## src/rtl/lsu.sv

```systemverilog
// lsu -- load/store unit between a pipeline request port and a word-wide
// data memory. Byte and halfword stores are done as read-modify-write.
//
// Ports:
//   clk, rst_n            clock, asynchronous active-low reset
//   req_valid/req_ready   request handshake (ready only in IDLE)
//   req_we                1=store, 0=load
//   req_size              0=byte, 1=halfword, 2/3=word
//   req_signed            sign-extend sub-word loads
//   req_addr              byte address (ADDR_W+2 bits)
//   req_wdata             right-aligned store data
//   rsp_valid             one-cycle completion pulse
//   rsp_rdata             load result (0 for stores)
//   rsp_err               misaligned-access flag
//   mem_read, mem_write   data-memory strobes
//   mem_addr              word address
//   mem_wdata, mem_rdata  memory data
//
// Build option: LSU_MISALIGN_TRAP_EN -- when defined, misaligned requests
// complete with rsp_err=1 and no memory access; when undefined the address
// is forced aligned and the access is executed normally.
//
// state  | meaning
// IDLE   | ready for a request
// LOAD   | reading the word for a load
// RMW_RD | reading the word to merge a sub-word store into
// WRITE  | writing the (merged) word
// ERR    | misaligned request, reporting the error (trap build only)
module lsu #(
  parameter int ADDR_W = 8
) (
  input  logic              clk,
  input  logic              rst_n,
  input  logic              req_valid,
  output logic              req_ready,
  input  logic              req_we,
  input  logic [1:0]        req_size,
  input  logic              req_signed,
  input  logic [ADDR_W+1:0] req_addr,
  input  logic [31:0]       req_wdata,
  output logic              rsp_valid,
  output logic [31:0]       rsp_rdata,
  output logic              rsp_err,
  output logic              mem_read,
  output logic              mem_write,
  output logic [ADDR_W-1:0] mem_addr,
  output logic [31:0]       mem_wdata,
  input  logic [31:0]       mem_rdata
);

`ifdef LSU_MISALIGN_TRAP_EN
  typedef enum logic [2:0] {S_IDLE, S_LOAD, S_RMW_RD, S_WRITE, S_ERR} state_t;
`else
  typedef enum logic [2:0] {S_IDLE, S_LOAD, S_RMW_RD, S_WRITE} state_t;
`endif

  state_t            state, state_nxt;
  logic              we_q, signed_q;
  logic [1:0]        size_q;
  logic [ADDR_W+1:0] addr_q;
  logic [31:0]       wdata_q, merge_q;

  logic [1:0]        size_n;
  logic [ADDR_W+1:0] addr_n;
  logic              accept;
  logic [31:0]       load_val, store_word;

  // Size 3 behaves as word; the stored address is always aligned to the size.
  assign size_n = (req_size == 2'd3) ? 2'd2 : req_size;
  always_comb begin
    addr_n = req_addr;
    if (size_n == 2'd1) addr_n[0]   = 1'b0;
    if (size_n == 2'd2) addr_n[1:0] = 2'b00;
  end

`ifdef LSU_MISALIGN_TRAP_EN
  logic misal;
  assign misal = ((size_n == 2'd1) && req_addr[0]) ||
                 ((size_n == 2'd2) && (req_addr[1:0] != 2'b00));
`endif

  assign accept = (state == S_IDLE) && req_valid;

  always_comb begin
    state_nxt = state;
    case (state)
      S_IDLE: begin
        if (req_valid) begin
`ifdef LSU_MISALIGN_TRAP_EN
          if (misal)               state_nxt = S_ERR;
          else
`endif
          if (!req_we)             state_nxt = S_LOAD;
          else if (size_n == 2'd2) state_nxt = S_WRITE;
          else                     state_nxt = S_RMW_RD;
        end
      end
      S_LOAD:   state_nxt = S_IDLE;
      S_RMW_RD: state_nxt = S_WRITE;
      S_WRITE:  state_nxt = S_IDLE;
`ifdef LSU_MISALIGN_TRAP_EN
      S_ERR:    state_nxt = S_IDLE;
`endif
      default:  state_nxt = S_IDLE;
    endcase
  end

  // Lane extraction and extension of the word being read.
  always_comb begin
    logic [7:0]  b;
    logic [15:0] h;
    case (addr_q[1:0])
      2'd0:    b = mem_rdata[7:0];
      2'd1:    b = mem_rdata[15:8];
      2'd2:    b = mem_rdata[23:16];
      default: b = mem_rdata[31:24];
    endcase
    h = addr_q[1] ? mem_rdata[31:16] : mem_rdata[15:0];
    case (size_q)
      2'd0:    load_val = {{24{signed_q & b[7]}}, b};
      2'd1:    load_val = {{16{signed_q & h[15]}}, h};
      default: load_val = mem_rdata;
    endcase
  end

  // Sub-word stores replace only the addressed lanes of the word read back.
  always_comb begin
    store_word = merge_q;
    if (size_q == 2'd0) begin
      case (addr_q[1:0])
        2'd0:    store_word[7:0]   = wdata_q[7:0];
        2'd1:    store_word[15:8]  = wdata_q[7:0];
        2'd2:    store_word[23:16] = wdata_q[7:0];
        default: store_word[31:24] = wdata_q[7:0];
      endcase
    end else if (size_q == 2'd1) begin
      if (addr_q[1]) store_word[31:16] = wdata_q[15:0];
      else           store_word[15:0]  = wdata_q[15:0];
    end else begin
      store_word = wdata_q;
    end
  end

  assign req_ready = (state == S_IDLE);
  assign mem_read  = (state == S_LOAD) || (state == S_RMW_RD);
  assign mem_write = (state == S_WRITE);
  assign mem_addr  = addr_q[ADDR_W+1:2];
  assign mem_wdata = (state == S_WRITE) ? store_word : 32'h0;

  always_ff @(posedge clk or negedge rst_n) begin
    if (!rst_n) begin
      state     <= S_IDLE;
      we_q      <= 1'b0;
      signed_q  <= 1'b0;
      size_q    <= 2'd0;
      addr_q    <= '0;
      wdata_q   <= 32'h0;
      merge_q   <= 32'h0;
      rsp_valid <= 1'b0;
      rsp_rdata <= 32'h0;
    end else begin
      state     <= state_nxt;
      rsp_valid <= 1'b0;
      rsp_rdata <= 32'h0;
      if (accept) begin
        we_q     <= req_we;
        signed_q <= req_signed;
        size_q   <= size_n;
        addr_q   <= addr_n;
        wdata_q  <= req_wdata;
      end
      case (state)
        S_LOAD: begin
          rsp_valid <= 1'b1;
          rsp_rdata <= load_val;
        end
        S_RMW_RD: merge_q   <= mem_rdata;
        S_WRITE:  rsp_valid <= 1'b1;
`ifdef LSU_MISALIGN_TRAP_EN
        S_ERR:    rsp_valid <= 1'b1;
`endif
        default: ;
      endcase
    end
  end

`ifdef LSU_MISALIGN_TRAP_EN
  always_ff @(posedge clk or negedge rst_n) begin
    if (!rst_n) rsp_err <= 1'b0;
    else        rsp_err <= (state == S_ERR);
  end
`else
  assign rsp_err = 1'b0;
`endif

  // we_q is kept for visibility of the accepted request type in debug.
  logic unused_we;
  assign unused_we = we_q;

endmodule

```

## config.mk

```make
export PLATFORM = sky130hd
export DESIGN_NAME = lsu
export DESIGN_NICKNAME = d
export VERILOG_FILES = /design/src/rtl/lsu.sv
export SDC_FILE = /design/constraint.sdc
export NUM_CORES = 1
export LEC_CHECK = 0
export BUFFER_PORTS_ARGS = -buffer_cell sky130_fd_sc_hd__buf_2
export CORE_MARGIN = 1.5
export CORE_UTILIZATION = 53
export DETAILED_ROUTE_END_ITERATION = 12
export PLACE_DENSITY = 0.81
export REMOVE_ABC_BUFFERS = 1
export SLEW_MARGIN = 20
export SYNTH_ARGS = -nofsm -noshare
export SYNTH_HDL_FRONTEND = slang
export SYNTH_SLANG_ARGS = --single-unit
```

## constraint.sdc

```tcl
create_clock -name clk -period 2.19 [get_ports clk]
set_input_delay 0.1095 -clock clk [delete_from_list [all_inputs] [get_ports clk]]
set_output_delay 0.1095 -clock clk [all_outputs]
set_load 0.01 [all_outputs]
```

# Word-level counts from Yosys, hierarchy flattened
# Cells that the tools add are included.
# Widths: inputs -> output; s select.
[op_classes] addsub=0 n_mul=0 n_div=0 order_cmp=0 eq_ne=10 shift=0 muxes=21 bitwise_logic=2 reduce_logical=7
[op_table] op="$mux 32" n=4
[op_table] op="$pmux 32 s2" n=1
[op_table] op="$mux 16" n=3
[op_table] op="$mux 8" n=4
[op_table] op="$pmux 8 s3" n=1
[op_table] op="$eq 2x1->1 const B" n=3
[op_table] op="$eq 2x2->1 const B" n=3
[op_table] op="$eq 3x2->1 const B" n=2
[op_table] op="$mux 2" n=3
[op_table] op="$pmux 3 s2" n=1
[op_table] op="$logic_not 2->1" n=2
[op_table] op="$eq 3x1->1 const B" n=1
[op_table] op="$logic_not 3->1" n=1
[op_table] op="$mux 1" n=3
[op_table] op="$mux 3" n=1
[op_table] op="$reduce_or 3->1" n=1
[op_table] op="$and 1x1->1" n=2
[op_table] op="$ne 2x2->1 const B" n=1
[op_table] op="$reduce_or 2->1" n=1
[op_table] op="$logic_and 1x1->1" n=1
[op_table] op="$logic_or 1x1->1" n=1
[totals] reg_bits=113 latchBits=0 mem_bits_rw=0 romBits=0 out_inout_bits=77 mem_count=0

# Depth between registers and ports, before layout
[logic_depth] word_depth=7 ltp_mapped=7

# Least setup slack after synthesis
# No wires, ideal clock.
[synth_path] path_kind="register -> register" from="reg state[0]" to="reg wdata_q[19]" setup_ns=0.125 arrival_ns=1.560 t_required_ns=2.065 slack_ns=0.506 path_stages_with_launch=7 synth_period_minus_slack_ns=1.684 path_cell_list="dfrtp_1 > inv_1 > ha_1 > nand2_1 > buf_2 > buf_2 > mux2_2"
[synth_via] elab_chain_len=2
[synth_lines] element="start, declared" line="57" rtl="state_t state, state_nxt;"
[synth_lines] element="start signal, assigned" line="162" rtl="state <= state_nxt;"
[synth_lines] element="$logic_not 3->1"
[synth_lines] element="net req_ready" line="35" rtl="output logic req_ready,"
[synth_lines] element="$logic_and 1x1->1" line="82" rtl="assign accept = (state == S_IDLE) && req_valid;"
[synth_lines] element="end signal, assigned" line="170" rtl="wdata_q <= req_wdata;"
[synth_lines] element="end, declared" line="61" rtl="logic [31:0] wdata_q, merge_q;"
# The timed path passes the listed nets, and every way through them passes these cells.
# A chain may end at the register's enable or synchronous reset.

# Worst setup path after layout
[layout_path] from="reg addr_q[1]" to="out mem_wdata[14]"
[layout_via] elab_chain_len=4
[layout_lines] element="start, declared" line="60" rtl="logic [ADDR_W+1:0] addr_q;"
[layout_lines] element="start signal, assigned" line="169" rtl="addr_q <= addr_n;"
[layout_lines] element="$eq 2x1->1 / $mux 16 (equally long branches)" line="130, 137"
[layout_lines] element="$mux 8 / $mux 32 (equally long branches)" line="130, 136"
[layout_lines] element="$mux 32 (*)" line="129" rtl="if (size_q == 2'd0) begin"
[layout_lines] element="$mux 32 (*)" line="148" rtl="assign mem_wdata = (state == S_WRITE) ? store_word : 32'h0;"
[layout_lines] element="end, declared" line="47" rtl="output logic [31:0] mem_wdata,"
# Mark *: on every way between the ends. The rest lies on a longest branch, timed or not.

==> run metrics <==
status=finished with violations; failing checks=hold timing; DRT Wirelength=16,500 um; Place WS=0.426 ns; Clock power frac=11.9%; grt total ovfl=0; Fin Hold WS=-0.00117 ns; vias per cell=5.97; Final Cycle Share=95.9%; placer congestion estimate=0.894; Critical Path Stages=6; critical path's top delay family=flip-flops; Post-synth top flop=dfrtp_1; register area share after synthesis=48.5%; Hold Path Class=in2reg; final worst slack=0.0895 ns; pin count of the biggest net entering global routing=49; initial DRC count=355; Buf+Inv Stages, Crit Path=2; # Max-Cap Violations=0; CTS Buf Count=9; die height=107 um; diode count=0; Final setup viols=0; slowest cell on the critical path=dfrtp_1; layout filler cell count=795; initial antenna violation count=0; maximum vdd drop=0.575 mV; die width=107 um; Worst R2R Path Depth=5; Netlist cell types=46; CP max FO=8; Gate power share=48.7%; commonest non-fill, non-tap cell in the layout=buf_2; fin crit period=2.10 ns; Total GRT Usage=29.8%; Reg power frac=39.4%; Clock Sinks=112; met2 Usage GRT=49.6%; Cell Chain, Critical Path=buf_4, nand2b_4, mux2_4, a22oi_1, a21boi_1, buf_2; IO Pins=158; met3 global-route usage=6.05%; CTS tree=done; Area Overhead vs Synth=27.7%; clock-pin slew on the worst setup and hold paths=0.10 ns; initial core utilization=55.3%; Pwr Total=0.00988 W; Yosys reg bits=112; vias after detailed routing=5,060; CP Data Required Time=2.08 ns; post-route ant nets=0; layout cells sized above 1=40.8%; port buffer count=156; CP arrival=1.99 ns; Hold Path Cell Cnt=2; Non-Filler Instances=847; fin util=70.6%; CP max stage delay=0.43 ns; number of enable flip-flop cells after synthesis=0; Core Rows=37; Final nets=791; die area=11,500 um2; power per cell area=1340 nW/um2; final slew viol count=0; Synth Area per Inst=11.3 um2; CTS Root Cell=clkbuf_8; internal power=0.00588 W; DR DRC count=0; CTS HTree Levels=3; gr busiest metal=met2; Async SR Flop Fraction=100%; Final Hold Viols=2; Slew headroom=54.8%; CP startpoint kind=flip-flop; post-synthesis instance total=512; Setup Skew=0.00744 ns; placed cells=770; CP endpoint kind=primary output; core footprint=10,500 um2; leakage power=3.58 nW; Max Clk Rate=476 MHz; flop2flop setup slack=0.41 ns; yosys warns=0; drt pass-1 iters=8; Worst-Margin Slew=0.678 ns; dpl hpwl=11,100 um; M1 GR Usage=37.6%; vias in the first global route=5,042; Net Sw Frac=40.5%; Max clock buf depth=2; crit path kind=reg2out; first-pass GRT wire length=26,200 um; latest clock arrival within the worst-skew pair=0.39 ns; wire per inst=19.5 um; Switch Pwr=0.00400 W; commonest non-fill, non-tap cells in the layout=buf_2, dfrtp_1, mux2_2; cell area after synthesis=5780 um2
## power groups by stage
stage	Combinational, W	Sequential (W)	Clock (W)
floorplan	0.00286	0.00389	0
global placement	0.00451	0.00382	0
detailed placement	0.00461	0.00388	0
CTS	0.00473	0.00385	0.00119
global route	0.00523	0.00398	0.00128
finish	0.00482	0.00389	0.00117
## repair_timing
item,in CTS,in global routing
hold buffers,59,0
gates resized for setup,0,8
setup buffers,0,2
setup endpoints to repair,0,28
hold endpoints to repair,102,0
## cell families (layout without fill, tap and decap cells)
logic type	Yosys count	count (layout)	share of synthesized area (%)
buffers and inverters	53	252	5.69
muxes	93	93	18.6
and+or+nand+nor	107	107	9.05
DFF	112	112	48.5
other	1	1	0.0649
AOI/OAI and AO/OA	142	142	17.2
adders and majority gates	4	4	0.866
## cells in the mapped netlist (2+ instances only)
cell type | n | share of area [%]
clkbuf_1 | 8 | 0.52
a21o_1 | 7 | 0.91
buf_4 | 12 | 1.6
nor2b_1 | 9 | 0.97
nor2_2 | 2 | 0.22
inv_1 | 4 | 0.26
nand2b_4 | 2 | 0.48
a22oi_1 | 22 | 2.9
a21boi_0 | 5 | 0.65
a21oi_1 | 25 | 2.2
a21boi_1 | 10 | 1.3
nor2_1 | 12 | 0.78
o22ai_1 | 16 | 1.7
buf_6 | 7 | 1.4
a32oi_1 | 8 | 1.2
nand2_1 | 59 | 3.8
mux2i_1 | 9 | 1.6
buf_2 | 17 | 1.5
o31ai_1 | 8 | 1.0
nand2b_1 | 4 | 0.43
buf_1 | 4 | 0.26
mux2_4 | 8 | 2.1
and2_1 | 9 | 0.97
mux2_2 | 75 | 15
a31oi_1 | 3 | 0.32
o221ai_1 | 15 | 2.3
dfrtp_1 | 112 | 48
o22a_1 | 8 | 1.2
ha_1 | 4 | 0.87
o21ai_0 | 11 | 0.95
nor3_1 | 2 | 0.17
## metrics by stage
step	setup TNS [ns]	area [um2]
3_3_place_gp	0	6570
3_5_place_dp	0	6570
5_1_grt	-0.00105	7380
6_report	0	7380
2_1_floorplan	-3.37	5470
4_1_cts	0	7340
## routing by layer
metal  share of wire [%]  vias up
met2                  49      253
met5                   0        -
met3                 7.5       53
met1                  40     2497
met4                 3.3        0
li1                    -     2257
## path summary, 6_finish.rpt
kind / start / end
worst min register to register: addr_q[4]$_DFFE_PN0P_ / addr_q[4]$_DFFE_PN0P_
worst max-delay path: addr_q[1]$_DFFE_PN0P_ / mem_wdata[14]
worst max register to register: addr_q[1]$_DFFE_PN0P_ / rsp_rdata[20]$_DFF_PN0_
worst min-delay path: mem_rdata[3] / merge_q[3]$_DFFE_PN0P_
min in group asynchronous: rst_n / addr_q[9]$_DFFE_PN0P_
max in group asynchronous: rst_n / addr_q[0]$_DFFE_PN0P_
## state kept, by name (all words and copies together) (netlist names)
name	count
rsp_rdata	32
signed_q	1
rsp_valid	1
addr_q	10
wdata_q	32
merge_q	32
state	2
size_q	2
## worst reg2reg max path, stage by stage, from the launching register on
cell and delay, ns:
dfrtp_1 0.43, buf_12 0.25, mux2_2 0.38, nand2_1 0.09, a31o_2 0.39, nand2_1 0.12
## cell type report
type | count | area (um2) | share of cell area, %
flip-flops and latches | 112 | 2810 | 38.0
multi-input cells | 347 | 2670 | 36.2
repair buffers | 232 | 1540 | 20.8
well taps | 136 | 170 | 2.31
clock buffers | 10 | 138 | 1.86
clock inverters | 6 | 42.5 | 0.576
inverters | 4 | 15.0 | 0.203
Note: power is estimated with default switching activity, not from simulation.
